`src/rtl/rom_arbiter_pkg.sv`:
```
// Shared types and constants for the instruction-ROM arbiter.
package rom_arbiter_pkg;

   typedef enum logic [1:0] {
      IDLE   = 2'd0,
      IF_RD  = 2'd1,
      LSU_RD = 2'd2
   } owner_e;

   localparam int STARVE_MAX_DEF = 4;

   localparam logic [31:0] INST_NOP = 32'h0000_0013;

   function automatic logic [3:0] sat_inc4(input logic [3:0] val, input logic [3:0] lim);
      return (val >= lim) ? lim : val + 4'd1;
   endfunction

endpackage

```
`src/rtl/rom_arb_starve_cnt.sv`:
```
// Saturating count of consecutive IF denials; flags a forced IF grant when
// the count reaches STARVE_MAX (valid range 1..15).
module rom_arb_starve_cnt
   import rom_arbiter_pkg::*;
#(
   parameter int STARVE_MAX = STARVE_MAX_DEF
) (
   input  logic clk,
   input  logic rst,
   input  logic if_req_i,
   input  logic if_gnt_i,
   output logic force_o
);

   localparam logic [3:0] LIM = 4'(STARVE_MAX);

   logic [3:0] cnt_q;
   logic [3:0] cnt_d;

   always_comb begin
      cnt_d = cnt_q;
      if (!if_req_i || if_gnt_i) begin
         cnt_d = '0;
      end else begin
         cnt_d = sat_inc4(cnt_q, LIM);
      end
   end

   always_ff @(posedge clk or negedge rst) begin
      if (!rst) begin
         cnt_q <= '0;
      end else begin
         cnt_q <= cnt_d;
      end
   end

   assign force_o = (cnt_q == LIM);

endmodule

```
`src/rtl/rom_arbiter.sv`:
```
// Two-requester arbiter for the synchronous instruction ROM (IF vs LSU).
// Define ROM_ARB_STATS_EN to add grant / starvation-event counters.
//
// state  | meaning
// IDLE   | no ROM read in flight
// IF_RD  | ROM word arriving this cycle belongs to instruction fetch
// LSU_RD | ROM word arriving this cycle belongs to the load/store unit
module rom_arbiter
   import rom_arbiter_pkg::*;
#(
   parameter int AW         = 32,
   parameter int DW         = 32,
   parameter int STARVE_MAX = STARVE_MAX_DEF
) (
   input  logic          clk,
   input  logic          rst,
   input  logic          if_req_i,
   input  logic [AW-1:0] if_addr_i,
   input  logic          lsu_req_i,
   input  logic [AW-1:0] lsu_addr_i,
   input  logic          jump_en_i,
   output logic          rom_re_o,
   output logic [AW-1:0] rom_addr_o,
   input  logic [DW-1:0] rom_data_i,
   output logic          if_gnt_o,
   output logic          if_rvalid_o,
   output logic [DW-1:0] if_rdata_o,
   output logic          lsu_gnt_o,
   output logic          lsu_rvalid_o,
   output logic [DW-1:0] lsu_rdata_o,
   output logic          hold_flag_o
`ifdef ROM_ARB_STATS_EN
   ,
   output logic [31:0]   if_gnt_cnt_o,
   output logic [31:0]   lsu_gnt_cnt_o,
   output logic [31:0]   starve_evt_cnt_o
`endif
);

   owner_e        state_q, state_d;
   logic [AW-1:0] rom_addr_q, rom_addr_d;
   logic          if_drop_q, if_drop_d;
   logic [DW-1:0] if_rdata_q, if_rdata_d;
   logic [DW-1:0] lsu_rdata_q, lsu_rdata_d;
   logic          force_if;
   logic          if_gnt;
   logic          lsu_gnt;
   logic          if_rvalid;
   logic          lsu_rvalid;

   rom_arb_starve_cnt #(
      .STARVE_MAX (STARVE_MAX)
   ) u_starve (
      .clk      (clk),
      .rst      (rst),
      .if_req_i (if_req_i),
      .if_gnt_i (if_gnt),
      .force_o  (force_if)
   );

   // Grants are gated by rst so nothing reaches the ROM while held in reset.
   always_comb begin
      if_gnt      = rst & if_req_i & (~lsu_req_i | force_if);
      lsu_gnt     = rst & lsu_req_i & ~if_gnt;
      rom_addr_d  = rom_addr_q;
      if (lsu_gnt) begin
         rom_addr_d = lsu_addr_i;
      end else if (if_gnt) begin
         rom_addr_d = if_addr_i;
      end

      state_d = IDLE;
      if (if_gnt) begin
         state_d = IF_RD;
      end else if (lsu_gnt) begin
         state_d = LSU_RD;
      end

      // A jump in the grant cycle still lets the read go out; only the reply is dropped.
      if_drop_d   = if_gnt & jump_en_i;
      if_rvalid   = (state_q == IF_RD) & ~if_drop_q & ~jump_en_i;
      lsu_rvalid  = (state_q == LSU_RD);
      if_rdata_d  = if_rvalid  ? rom_data_i : if_rdata_q;
      lsu_rdata_d = lsu_rvalid ? rom_data_i : lsu_rdata_q;
   end

   always_ff @(posedge clk or negedge rst) begin
      if (!rst) begin
         state_q     <= IDLE;
         rom_addr_q  <= '0;
         if_drop_q   <= 1'b0;
         if_rdata_q  <= '0;
         lsu_rdata_q <= '0;
      end else begin
         state_q     <= state_d;
         rom_addr_q  <= rom_addr_d;
         if_drop_q   <= if_drop_d;
         if_rdata_q  <= if_rdata_d;
         lsu_rdata_q <= lsu_rdata_d;
      end
   end

   assign if_gnt_o     = if_gnt;
   assign lsu_gnt_o    = lsu_gnt;
   assign rom_re_o     = if_gnt | lsu_gnt;
   assign rom_addr_o   = rom_addr_q;
   assign if_rvalid_o  = if_rvalid;
   assign if_rdata_o   = if_rdata_d;
   assign lsu_rvalid_o = lsu_rvalid;
   assign lsu_rdata_o  = lsu_rdata_d;
   assign hold_flag_o  = if_req_i & lsu_gnt;

`ifdef ROM_ARB_STATS_EN
   logic [31:0] if_cnt_q, if_cnt_d;
   logic [31:0] lsu_cnt_q, lsu_cnt_d;
   logic [31:0] evt_cnt_q, evt_cnt_d;

   // A forced grant is one IF only got because the starvation limit overrode LSU.
   always_comb begin
      if_cnt_d  = if_cnt_q  + {31'd0, if_gnt};
      lsu_cnt_d = lsu_cnt_q + {31'd0, lsu_gnt};
      evt_cnt_d = evt_cnt_q + {31'd0, if_gnt & lsu_req_i & force_if};
   end

   always_ff @(posedge clk or negedge rst) begin
      if (!rst) begin
         if_cnt_q  <= '0;
         lsu_cnt_q <= '0;
         evt_cnt_q <= '0;
      end else begin
         if_cnt_q  <= if_cnt_d;
         lsu_cnt_q <= lsu_cnt_d;
         evt_cnt_q <= evt_cnt_d;
      end
   end

   assign if_gnt_cnt_o     = if_cnt_q;
   assign lsu_gnt_cnt_o    = lsu_cnt_q;
   assign starve_evt_cnt_o = evt_cnt_q;
`endif

endmodule

```
`config.mk`:
```
export PLATFORM = sky130hd
export DESIGN_NAME = rom_arbiter
export DESIGN_NICKNAME = d
export VERILOG_FILES = /design/src/rtl/rom_arbiter_pkg.sv /design/src/rtl/rom_arb_starve_cnt.sv /design/src/rtl/rom_arbiter.sv
export SDC_FILE = /design/constraint.sdc
export NUM_CORES = 1
export LEC_CHECK = 0
export CAP_MARGIN = 20
export CORE_MARGIN = 5
export CORE_UTILIZATION = 43
export CTS_CLUSTER_SIZE = 40
export DETAILED_ROUTE_END_ITERATION = 10
export PLACE_DENSITY = 0.85
export SKIP_CTS_REPAIR_TIMING = 1
export SLEW_MARGIN = 20
export SYNTH_ARGS = -nofsm -noshare
export SYNTH_HDL_FRONTEND = slang
export SYNTH_HIERARCHICAL = 1
export SYNTH_SLANG_ARGS = --single-unit
```
`constraint.sdc`:
```
create_clock -name clk -period 5.3 [get_ports clk]
set_clock_uncertainty 0.1 [all_clocks]
set_input_delay 1.59 -clock clk [delete_from_list [all_inputs] [get_ports clk]]
set_output_delay 1.59 -clock clk [all_outputs]
set_load 0.02 [all_outputs]
```
==> results.txt <==
TritonCTS built the clock tree. The net count of the finished layout is 577. The pre-antenna-repair detailed-routing pass consisted of 4 iterations.

The run gives 0.333 as the normalized max-slew margin. The worst setup path is launched from an input pin. Setup violations remaining at the end of the flow were counted as 0. The number of stages on the worst hold path came out at 1. The logs give 0.441 for the starting utilization of the core area and 0.371 for the combinational share of power.

Core region area: 9240 um2. The tools report the antenna diode instance count as 0. Summed over all layers, the global routing overflow is 0. For the post-synthesis sequential area ratio, the log shows 0.632. The run gives 0.784 as the placer congestion estimate.

The clock share of power is 0.195. In the final routed layout, each cell accounts on average for 19.3 um. In this run, synthesis produced a sequential element count of 103.

The routed layout has 3068 vias. Endpoint required time on the critical path: 3.61 ns. Via count of the first global-routing pass: 3506. The count of buffers inserted at the top-level ports came out at 202. The fraction of power spent switching nets came out at 0.314. The share of total power in sequential cells is 0.434, and the measured slew at the worst slew-check pin is 0.998 ns.

Clock tree synthesis found a total of 103 sinks. The startpoint of the worst register-to-register path is u_starve/cnt_q[0]. Top fanout value on the critical path: 22.

Clock-pin slew was measured on the worst setup and hold paths at 0.09 ns. Yosys printed 6 warnings. The post-synth design cell area is 4080 um2, and the die outline width is 107 um. The die is 107 um tall. The first global-routing pass estimated 18700 um of wire.

The count of cells in the finished layout, fillers not included, comes to 608. The number of buffers inserted during clock tree synthesis came out at 9. In this run the power density over the cells is 351 nW/um2. For the worst-skew pair, the clock arrives at the later sink with an insertion delay of 0.35 ns. After floorplanning, the core was divided into 35 placement rows. The run gives 0.211 as the global-route usage over all layers.

Across the run, the number of max-cap violations was 0. The element type at the critical path end was an output port. The synthesized design contains 0 enable-type register cells. In this run the deepest clock path goes through 2 buffers. The flow ran to the end, and the final reports show no timing, DRC or antenna violations. The number of antenna violations at the first check in global routing is 0, and the fraction of layout cells with a size suffix above 1 is 0.194. The average instance in the mapped netlist occupies 15.1 um2. The cell-internal power is 1.55 mW, and the number of library cell types mapped by synthesis is 24. The class of the worst hold path was reg -> reg.

The number of hold violations in the final report was 0; the pin count of the biggest net entering global routing was 75. The total area of multi-input combinational cells was 1410 um2. In the routed design, unresolved DRC markers number 0. Including well taps, the total number of placed cells is 592. The kind of critical path was in -> out.

Relative to the synthesized area, the layout overhead comes to 57.6%. The maximum level of the CTS H-tree was 3; the initial DRC count was 80. The number of instances in the synthesized netlist was 270. The final layout contains routed wiring with a total length of 11700 um.

The post-route fraction of the period consumed by the critical path came out at 0.987. Tracing the worst setup path back leads to its startpoint at jump_en_i. In the routed layout, each cell is associated on average with a via count of 5.05.

During I/O placement, the number of pins put on the boundary was 203. The startpoint identified for the worst hold timing path is u_starve/cnt_q[0]. The most used flip-flop cell after synthesis is dfrtp_1.

CTS placed an instance of clkbuf_8 at the clock tree root. The logs give 639 for the count of fill cells added during filler insertion and 3.54 ns for the data arrival at the endpoint of the critical path. The time the worst path needs with I/O delays and setup is 5.23 ns. The run gives 11500 um2 as the die footprint. The fraction of registers with async set/reset was 1.00; the switching power was 0.708 mW.

Registers take 2580 um2. The worst-case IR drop observed on VDD is 179 uV. The logs give 191 MHz for the achievable frequency and 8950 um for the estimated wirelength of the detail-placed design. The logs give 2.66 nW for the static leakage and 0 for the final count of pins violating max slew. After routing the design area is 6420 um2. The detail route stage leaves a number of antenna-violating nets equal to 0. Net count after synthesis: 373. Setup repair after global routing left no endpoint under its margin. Counting cells, the worst reg-to-reg path comes to 9. After detailed placement, the total cell area comes to 6240 um2.
## flip-flops by register name (all words and copies together) (netlist names)
signal,cells
lsu_rdata_q,32
state_q,2
u_starve/cnt_q,4
if_drop_q,1
rom_addr_o,32
if_rdata_q,32
## worst max-delay path, cell delays in order
cell	delay (ns)
clkdlybuf4s50_1	0.46
nor4b_4	0.34
buf_12	0.22
mux2_2	0.36
clkdlybuf4s50_1	0.55
## cell usage after synthesis (2+ instances only)
cell type | number | area share
and2_1 | 32 | 0.049
mux2_2 | 63 | 0.17
nor2_1 | 2 | 0.0018
dfrtp_1 | 103 | 0.63
buf_2 | 8 | 0.0098
inv_1 | 4 | 0.0037
ha_1 | 2 | 0.0061
buf_6 | 3 | 0.0083
a221o_1 | 32 | 0.079
nand2_1 | 3 | 0.0028
clkbuf_1 | 5 | 0.0046
## cell usage in the layout, fill, tap and decap left out, drive strengths merged
cell           synthesis  final
clkdlybuf4s50          0    201
dfrtp                103    103
mux2                  64     64
and2                  33     33
a221o                 32     32
clkbuf                 5     10
buf                   11      8
inv                    4      5
nand2                  3      3
clkinv                 0      3
a21oi                  2      2
clkinvlp               0      2
nor2                   2      2
ha                     2      2
nor4b                  2      2
nor2b                  1      1
o21ai                  1      1
nor3b                  1      1
nand2b                 1      1
nor4                   1      1
nor3                   1      1
conb                   1      1
## final timing paths
path | to | slack, ns
max | if_rdata_o[8] | 0.07
min | u_starve/cnt_q[0] | 0.38
max reg2reg | u_starve/cnt_q[1] | 3.27
min reg2reg | u_starve/cnt_q[0] | 0.38
max in group asynchronous | lsu_rdata_q[1] | 2.66
min in group asynchronous | rom_addr_o[0] | 0.92
## per-layer routing
metal	track usage	up-vias	part of all wire
li1	-	1381	-
met1	0.251	1534	0.39
met2	0.360	138	0.51
met3	0.0786	15	0.093
met4	0.0577	0	0.014
met5	0	-	0
## cell families (layout without fill, tap and decap cells)
logic type,count (synthesis),count (layout),share of synthesized area
AO/OA/AOI/OAI,35,35,0.0832
adder cells (fa/ha/maj),2,2,0.00614
buffers and inverters,20,229,0.0264
flip-flops,103,103,0.632
multiplexers,64,64,0.177
other,1,1,0.000920
AND/OR/NAND/NOR,45,45,0.0743
## power groups by stage
stage,sequential (mW),combinational [mW],clock [mW]
after floorplan,1.02,0.364,0
after global placement,0.987,0.829,0
after detailed placement,0.995,0.844,0
after CTS,0.981,0.848,0.461
after global routing,0.997,0.887,0.490
final,0.978,0.836,0.441
## area by class of cell
| type | instances | share of cell area |
|---|---|---|
| multi-input cells | 147 | 0.219 |
| inverters | 4 | 0.00234 |
| repair buffers | 209 | 0.325 |
| clock inverters | 6 | 0.00721 |
| clock buffers | 10 | 0.0199 |
| well taps | 129 | 0.0251 |
| flip-flops and latches | 103 | 0.401 |
## metrics by stage
| stage | hold WS, ns | power [mW] | TNS [ns] | setup slack (ns) | utilization |
|---|---|---|---|---|---|
| global route | 0.411 | 2.37 | 0 | 0.0135 | 0.695 |
| finish | 0.383 | 2.26 | 0 | 0.0685 | 0.695 |
| detailed placement | 0.375 | 1.84 | 0 | 0.00328 | 0.676 |
| global placement | 0.347 | 1.82 | 0 | 0.0610 | 0.676 |
| floorplan | 0.335 | 1.39 | 0 | 0.971 | - |
| CTS | 0.385 | 2.29 | -0.00177 | -0.00177 | 0.695 |
Note: power is estimated with default switching activity, not from simulation.
